$ cat config.mk
export PLATFORM = sky130hd
export DESIGN_NAME = conv_layer_sequencer
export DESIGN_NICKNAME = d
export VERILOG_FILES = /design/src/rtl/conv_layer_sequencer.sv
export SDC_FILE = /design/constraint.sdc
export NUM_CORES = 1
export LEC_CHECK = 0
export ABC_AREA = 0
export ABC_CLOCK_PERIOD_IN_PS = 5650
export BUFFER_PORTS_ARGS = -buffer_cell sky130_fd_sc_hd__buf_4
export CAP_MARGIN = 10
export CORE_MARGIN = 1
export CORE_UTILIZATION = 45
export CTS_BUF_LIST = sky130_fd_sc_hd__clkbuf_8
export CTS_CLUSTER_SIZE = 28
export DETAILED_ROUTE_END_ITERATION = 8
export GPL_TIMING_DRIVEN = 0
export HOLD_SLACK_MARGIN = 0.12
export PLACE_DENSITY = 0.67
export SETUP_SLACK_MARGIN = 0.05
export SYNTH_ARGS = -nofsm -noshare
export SYNTH_HDL_FRONTEND = slang
export SYNTH_SLANG_ARGS = --single-unit
$ cat constraint.sdc
create_clock -name clk -period 5.65 [get_ports clk]
set_input_delay 1.13 -clock clk [delete_from_list [all_inputs] [get_ports clk]]
set_output_delay 1.13 -clock clk [all_outputs]
set_load 0.05 [all_outputs]
$ cat src/rtl/conv_layer_sequencer.sv
// Layer controller for a single conv_engine: for every (oc, ic) pair it loads a
// 5x5 kernel, starts the engine, streams one feature map and waits for done.
module conv_layer_sequencer #(
    parameter int MAPSIZE = 32,
    parameter int IN_CH   = 6,
    parameter int OUT_CH  = 16
) (
    input  logic                                        clk,
    input  logic                                        rst_n,
    input  logic                                        start,
    input  logic                                        hold,
    output logic                                        busy,
    output logic                                        done,
    output logic                                        err,
    output logic [$clog2(OUT_CH*IN_CH*25)-1:0]          w_rd_addr,
    output logic                                        w_rd_en,
    input  logic signed [7:0]                           w_rd_data,
    output logic [$clog2(IN_CH*MAPSIZE*MAPSIZE)-1:0]    f_rd_addr,
    output logic                                        f_rd_en,
    input  logic signed [7:0]                           f_rd_data,
    output logic                                        eng_start,
    output logic                                        eng_valid,
    output logic signed [7:0]                           eng_pixel,
    output logic signed [4:0][4:0][7:0]                 eng_weights,
    input  logic                                        eng_done,
    output logic [$clog2(OUT_CH)-1:0]                   cur_oc,
    output logic [$clog2(IN_CH)-1:0]                    cur_ic,
    output logic                                        acc_mode
);
    localparam int MS2 = MAPSIZE * MAPSIZE;
    localparam int WA  = $clog2(OUT_CH * IN_CH * 25);
    localparam int FA  = $clog2(IN_CH * MS2);
    localparam int OCW = $clog2(OUT_CH);
    localparam int ICW = $clog2(IN_CH);
    localparam int PW  = $clog2(MS2 + 1);

    typedef enum logic [2:0] {
        S_IDLE, S_LOAD_W, S_ENG_START, S_STREAM, S_WAIT_DONE, S_NEXT, S_DONE
    } state_t;

    state_t                      state_reg, state_next;
    logic [4:0]                  k_reg;
    logic [PW-1:0]               p_reg;
    logic [OCW-1:0]              oc_reg;
    logic [ICW-1:0]              ic_reg;
    logic                        err_reg;
    logic                        valid_reg;
    logic signed [4:0][4:0][7:0] weights_reg;
    logic [24:0]                 slot_we;
    logic                        last_ic, last_pass, w_issue, f_issue;
    logic [WA-1:0]               w_base;
    logic [FA-1:0]               f_base;

    assign last_ic   = (ic_reg == ICW'(IN_CH - 1));
    assign last_pass = last_ic && (oc_reg == OCW'(OUT_CH - 1));
    assign w_issue   = (state_reg == S_LOAD_W) && (k_reg < 5'd25);
    assign f_issue   = (state_reg == S_STREAM) && !hold && (p_reg < PW'(MS2));
    assign w_base    = (WA'(oc_reg) * WA'(IN_CH) + WA'(ic_reg)) * WA'(25);
    assign f_base    = FA'(ic_reg) * FA'(MS2);

    assign w_rd_en     = w_issue;
    assign w_rd_addr   = w_issue ? (w_base + WA'(k_reg)) : '0;
    assign f_rd_en     = f_issue;
    assign f_rd_addr   = f_issue ? (f_base + FA'(p_reg)) : '0;
    assign eng_start   = (state_reg == S_ENG_START);
    assign eng_valid   = valid_reg;
    // The BRAM output register already holds the pixel in the delivery cycle;
    // gating keeps the port at zero on idle cycles and during reset.
    assign eng_pixel   = valid_reg ? f_rd_data : '0;
    assign eng_weights = weights_reg;
    assign busy        = (state_reg != S_IDLE);
    assign done        = (state_reg == S_DONE);
    assign err         = err_reg;
    assign cur_oc      = oc_reg;
    assign cur_ic      = ic_reg;
    assign acc_mode    = (ic_reg != '0);

    // Kernel slot gi is written one cycle after its ROM read was issued.
    for (genvar gi = 0; gi < 25; gi++) begin : g_slot_we
        assign slot_we[gi] = (state_reg == S_LOAD_W) && (k_reg == 5'(gi + 1));
    end

    always_comb begin
        state_next = state_reg;
        case (state_reg)
            S_IDLE:      if (start) state_next = S_LOAD_W;
            S_LOAD_W:    if (k_reg == 5'd25) state_next = S_ENG_START;
            S_ENG_START: state_next = S_STREAM;
            S_STREAM:    if (p_reg == PW'(MS2)) state_next = S_WAIT_DONE;
            S_WAIT_DONE: if (eng_done) state_next = S_NEXT;
            S_NEXT:      state_next = last_pass ? S_DONE : S_LOAD_W;
            S_DONE:      state_next = S_IDLE;
            default:     state_next = S_IDLE;
        endcase
    end

    always_ff @(posedge clk or negedge rst_n) begin
        if (!rst_n) begin
            state_reg <= S_IDLE;
            k_reg     <= '0;
            p_reg     <= '0;
            oc_reg    <= '0;
            ic_reg    <= '0;
            err_reg   <= 1'b0;
            valid_reg <= 1'b0;
        end else begin
            state_reg <= state_next;
            valid_reg <= f_issue;
            k_reg     <= (state_reg == S_LOAD_W) ? k_reg + 5'd1 : '0;
            if (state_reg == S_STREAM) begin
                if (f_issue) p_reg <= p_reg + PW'(1);
            end else begin
                p_reg <= '0;
            end
            if (state_reg == S_IDLE && start) begin
                oc_reg <= '0;
                ic_reg <= '0;
            end else if (state_reg == S_NEXT) begin
                if (last_ic) begin
                    ic_reg <= '0;
                    oc_reg <= oc_reg + OCW'(1);
                end else begin
                    ic_reg <= ic_reg + ICW'(1);
                end
            end
            if (state_reg == S_IDLE && start) err_reg <= 1'b0;
            else if (eng_done && state_reg != S_WAIT_DONE) err_reg <= 1'b1;
        end
    end

    always_ff @(posedge clk or negedge rst_n) begin
        if (!rst_n) begin
            weights_reg <= '0;
        end else begin
            for (int i = 0; i < 25; i++) begin
                if (slot_we[i]) weights_reg[i / 5][i % 5] <= w_rd_data;
            end
        end
    end
endmodule
### Word-level counts from Yosys, hierarchy flattened

Cells that the tools add are included.

| storage, ports and cells | value |
|---|---|
| register bits | 228 |
| input bits | 21 |
| word-level logic and storage cells | 143 |

| cells by class | value |
|---|---|
| add/sub/neg operators | 7 |
| mux-type cells | 20 |
| equality and inequality tests | 40 |
| reduce and logical (&&, ||, !) cells | 40 |
| multipliers | 2 |
| order comparisons | 2 |

Operators by type and width:

| kind | number |
|---|---|
| 5-bit == test, second input constant | 10 |
| 5-bit by 4-bit == test with 1-bit output, second input constant | 8 |
| 1-bit logical AND | 31 |
| 3-bit 2-to-1 mux | 8 |
| 11-bit 2-to-1 mux | 2 |
| 5-bit by 3-bit == test with 1-bit output, second input constant | 4 |
| 3-bit one-hot mux with 6 select lines | 1 |
| 13-bit by 11-bit adder with 13-bit output | 1 |
| 13-bit 2-to-1 mux | 1 |
| 12-bit by 5-bit adder with 12-bit output | 1 |
| 3-bit == test, second input constant | 4 |
| 8-bit by 5-bit multiplier with 12-bit output, second input constant | 1 |
| 12-bit 2-to-1 mux | 1 |
| 4-bit 2-to-1 mux | 3 |
| 11-bit by 1-bit adder with 11-bit output, second input constant | 1 |
| 11-bit == test, second input constant | 1 |
| 11-bit < comparator, second input constant | 1 |
| 5-bit by 2-bit == test with 1-bit output, second input constant | 2 |
| 2-bit inequality test, second input constant | 5 |
| 7-bit by 3-bit adder with 8-bit output | 1 |
| 8-bit 2-to-1 mux | 1 |
| 3-bit by 2-bit == test with 1-bit output, second input constant | 2 |
| 4-bit by 2-bit multiplier with 6-bit output, second input constant | 1 |
| 2-bit nonzero test | 3 |
| 15 further kinds | 17 |

### Logic depth before layout (Yosys ltp)

| logic depth | value |
|---|---|
| depth in word-level cells | 5 |
| depth in mapped cells | 20 |
| depth with buffers taken out | 19 |

### Worst setup path before layout

OpenSTA, ideal clock, no wires.

| timing path | value |
|---|---|
| path type | register -> output |
| from | reg oc_reg[1], in the netlist cur_oc[1] |
| to | out w_rd_addr[8] |
| required time | 4520 ps |
| path slack | -757 ps |
| arrival | 5277 ps |
| stages on the path, launching flop included | 15 |
| cell sequence | dfrtp_1 -> ha_1 -> fa_1 -> nor2b_1 -> xor2_1 -> ha_1 -> ha_1 -> fa_1 -> ha_1 -> nor2b_1 -> o21ai_0 -> a21boi_0 -> o21a_1 -> o21a_1 -> nor3_1 |

| between the ends | value |
|---|---|
| word-level cells in the longest chain between the ends | 5 |

RTL lines:

| what | RTL line | RTL |
|---|---|---|
| from (decl) | 44 | `logic [OCW-1:0] oc_reg;` |
| from (signal assigned) | 121 | `oc_reg <= oc_reg + OCW'(1);` |
| 4-bit by 2-bit multiplier with 6-bit output | 58 | `assign w_base = (WA'(oc_reg) * WA'(IN_CH) + WA'(ic_reg)) * WA'(25);` |
| 7-bit by 3-bit adder with 8-bit output | 58 |  |
| 8-bit by 5-bit multiplier with 12-bit output | 58 |  |
| 12-bit by 5-bit adder with 12-bit output | 62 | `assign w_rd_addr = w_issue ? (w_base + WA'(k_reg)) : '0;` |
| 12-bit 2-to-1 mux | 62 |  |
| to (decl) | 15 | `output logic [$clog2(OUT_CH*IN_CH*25)-1:0] w_rd_addr,` |

Every way passes these cells.

### Worst setup path in the final report

| timing path | value |
|---|---|
| from | reg oc_reg[1], in the netlist cur_oc[1] |
| to | out w_rd_addr[11] |

The elaborated chain is that of the path after synthesis.

==> reports/qor.txt <==
slowest stage cell, crit path = fa_2
Area growth syn-to-layout = 37.36%
Hold Path Cell Cnt = 1
Die Y = 155.3 um
Most used DFF post-synth = dfrtp_1
Total GRT Usage = 0.2280
largest net degree at the start of global routing = 120
Final TNS setup = -0.2406 ns
synthesized net count = 860
WS Path Type = flip-flop to output port
TritonCTS Buffers = 39
initial antenna violation count = 0
die width = 155.3 um
Iter 0 DRT Violations = 400
layout cell share with drive strength beyond 1 = 0.5632
IO Pins = 269
post-synth top area cell = dfrtp_1
EDFF count, synth = 0
IO Port Bufs = 268
Max transition margin = 0.4383
Clock power frac = 0.282
Yosys cell types = 55
vias in the first global route = 7612
max frequency = 173.7 MHz
status = complete, but fails checks
Leak = 7.289 nW
Avg Cell Area, Syn = 13.53 um^2
Logic pwr share = 0.344
TritonCTS clock tree = yes
Post-DP HPWL = 18680 um
max reg flops = 200
Fillers = 1790
Max VDD drop = 0.4041 mV
post-synthesis cell area = 10580 um^2
root buf cell = clkbuf_8
R2R cell count = 6
hold-fix buffer count after cts = 0
RSZ-0062 raised after global routing = true
cell-internal power = 3.185 mW
hold path start = eng_weights[33]
DR WL/cell = 18.93 um
Maximum Capacitance Violations = 0
vias per inst = 5.072
CP Launch Point = cur_oc[1]
routability cong. = 0.8204
initial cell density of the core = 0.4631
Clk pin slew, worst setup/hold paths = 0.06 ns
ranking of synthesized cells by area = dfrtp_1 (54%), mux2_2 (21%), ha_1 (5.9%), xor2_1 (1.5%), nor2_1 (1.5%)
synthesized instance count = 782
Seq/Total Area, Yosys = 0.5393
die footprint = 24130 um^2
CP required = 4.52 ns
Power Dens Cells = 355.3 nW/um^2
Hold Path End = eng_weights[33]
Period minus WS final = 5.758 ns
1st-pass router iterations = 4
ys async rst share = 1.000
Final Hold Vio Count = 0
Core Area = 22850 um^2
drt drc = 0
Clock Sinks = 228
failing checks = setup timing
CP Launch Type = flip-flop
clock buffer depth = 3
CP peak stage delay = 0.59 ns
final setup vio count = 4
grt total ovfl = 0
crit-path cells = buf_6, fa_2, nor2b_4, xor2_4, ha_4, fa_1, ha_4, ha_4, a21o_1, a21o_1, a221o_1, a21oi_2, xnor2_2, nor2_4, buf_8
crit path capture type = output port
via count = 7405
Most Frequent Cell on Critical Path = ha_4
Worst Tran Pin Value = 0.8425 ns
PnR worst setup slack = -0.1081 ns
Tcrit/Tclk final = 1.019
Max FO, Critical Path = 3
Final Routed Wirelength = 27630 um
sequential share of power = 0.375
FF-to-FF setup slack = 3.47 ns
Warnings, synthesis = 0
CP arrival = 4.63 ns
RR Endpoint = eng_weights[118]
switching share of total power = 0.3831
FF-to-FF Start = k_reg[0]
Min-Delay Path Class = flip-flop to flip-flop
Net Sw Power = 1.978 mW
H-Tree Depth = 2
clk_skew = 0.01993 ns
clk_lat worst skew = 0.53 ns
Post-DRT Antenna Nets = 0
first-pass GRT wire length = 42930 um
Final Max Slew Viols = 0
Yosys top cell area share = 0.5393
Synth Register Bits = 228
ANT cells = 0
NumNets Final = 1203
Final Power = 5.163 mW
Cell Rows = 55
==> layout by cell type (no fill, tap or decap), drive strengths merged, types with 2 or more instances in the layout <==
cell      synthesis  layout
nand3b            3       3
inv              22      29
clkinv            0       4
clkinvlp          0       2
nor4              5       5
nor3b             2       2
xnor2            10      10
and3              9       9
or3               5       5
o21a              4       4
nand3            12      12
nor2             50      50
mux2i             3       3
nor3              8       8
clkbuf           22      72
a21o              4       4
a21oi            12      12
nand2            29      29
a31oi             3       3
nand4             4       4
mux2            201     201
o21bai            2       2
o21ai             9       9
ha               50      50
buf              11     313
fa                7       7
dfrtp           228     228
xor2             18      18
nor2b             9       9
a41oi             2       2
and2             22      22
a22o              2       2
nand2b            3       3
==> how the worst max path moves through the flow <==
stage,slack (ns),end,depth (start not counted)
3_3_place_gp,-0.22,w_rd_addr[8],15
6_report,-0.11,w_rd_addr[11],15
5_1_grt,-0.23,w_rd_addr[11],15
2_1_floorplan,-0.02,w_rd_addr[8],14
4_1_cts,-0.09,w_rd_addr[11],15
3_5_place_dp,-0.21,w_rd_addr[8],15
==> metal layers <==
metal	global-route usage	share of wire	routed length, um	vias to the layer above
li1	-	-	-	3416
met1	0.2993	0.43	11770	3733
met2	0.3664	0.48	13330	209
met5	0	0	0	-
met3	0.06741	0.070	1942	47
met4	0.06489	0.021	588	0
==> power groups by stage <==
stage               clock (mW)  combinational (mW)  sequential [mW]
floorplan                    0               0.655             2.52
global placement             0                1.73             1.95
detailed placement           0                1.75             1.96
CTS                       1.49                1.77             1.93
global route              1.56                1.88             1.96
finish                    1.45                1.77             1.93
==> metrics by stage <==
stage / cell area (um^2) / util / setup WS (ns) / cells / hold WS [ns]
6_report: 14530 / 0.6361 / -0.1081 / 1460 / 0.5013
5_1_grt: 14530 / 0.6361 / -0.2274 / 1460 / 0.5171
4_1_cts: 14260 / 0.6243 / -0.08958 / 1443 / 0.5067
3_5_place_dp: 13060 / 0.5717 / -0.2142 / 1364 / 0.4933
3_3_place_gp: 13030 / 0.5702 / -0.2195 / 1363 / 0.4895
2_1_floorplan: 10620 / - / -0.02184 / 782 / 0.5139
==> cell usage after synthesis (all sizes together), types with 2 or more instances <==
library cell,n
a21o,4
a21oi,12
a22o,2
a31oi,3
a41oi,2
and2,22
and3,9
buf,11
clkbuf,22
dfrtp,228
fa,7
ha,50
inv,22
mux2,201
mux2i,3
nand2,29
nand2b,3
nand3,12
nand3b,3
nand4,4
nor2,50
nor2b,9
nor3,8
nor3b,2
nor4,5
o21a,4
o21ai,9
o21bai,2
or3,5
xnor2,10
xor2,18
==> area by class of cell <==
type,instances,area [um^2],share of cell area
Sequential cell,228,5710,0.3929
Multi-Input combinational cell,499,5085,0.3499
Timing Repair Buffer,302,2332,0.1605
Clock buffer,50,688.2,0.04735
Tap cell,313,391.6,0.02695
Buffer,33,165.2,0.01136
Inverter,22,86.33,0.005941
Clock inverter,13,73.82,0.005080
==> worst max-delay path: cells and delay by family (launching register included) <==
family	cells	cell delay (ns)
buffers and inverters	2	0.30
AND/OR/NAND/NOR	2	0.30
AO/OA/AOI/OAI	4	0.87
flip-flops	1	0.43
XOR/XNOR	2	0.38
adder cells (fa/ha/maj)	5	1.81
==> cell families after synthesis <==
group,Yosys count,synth area share
AOI/OAI and AO/OA,45,0.02815
xor gates and xnor gates,28,0.02318
adders and majority gates,57,0.07237
buffers and inverters,55,0.02318
DFF,228,0.5393
muxes,204,0.2196
and+or+nand+nor,165,0.09425
==> repair_timing <==
item | in CTS | in global routing
pin swaps | 26 | 31
gates resized for setup | 49 | 28
endpoints found under the setup margin | 8 | 6
buffers inserted | 16 | 17
gates cloned | 0 | 0
No activity file was read; power rests on OpenSTA's default activity.
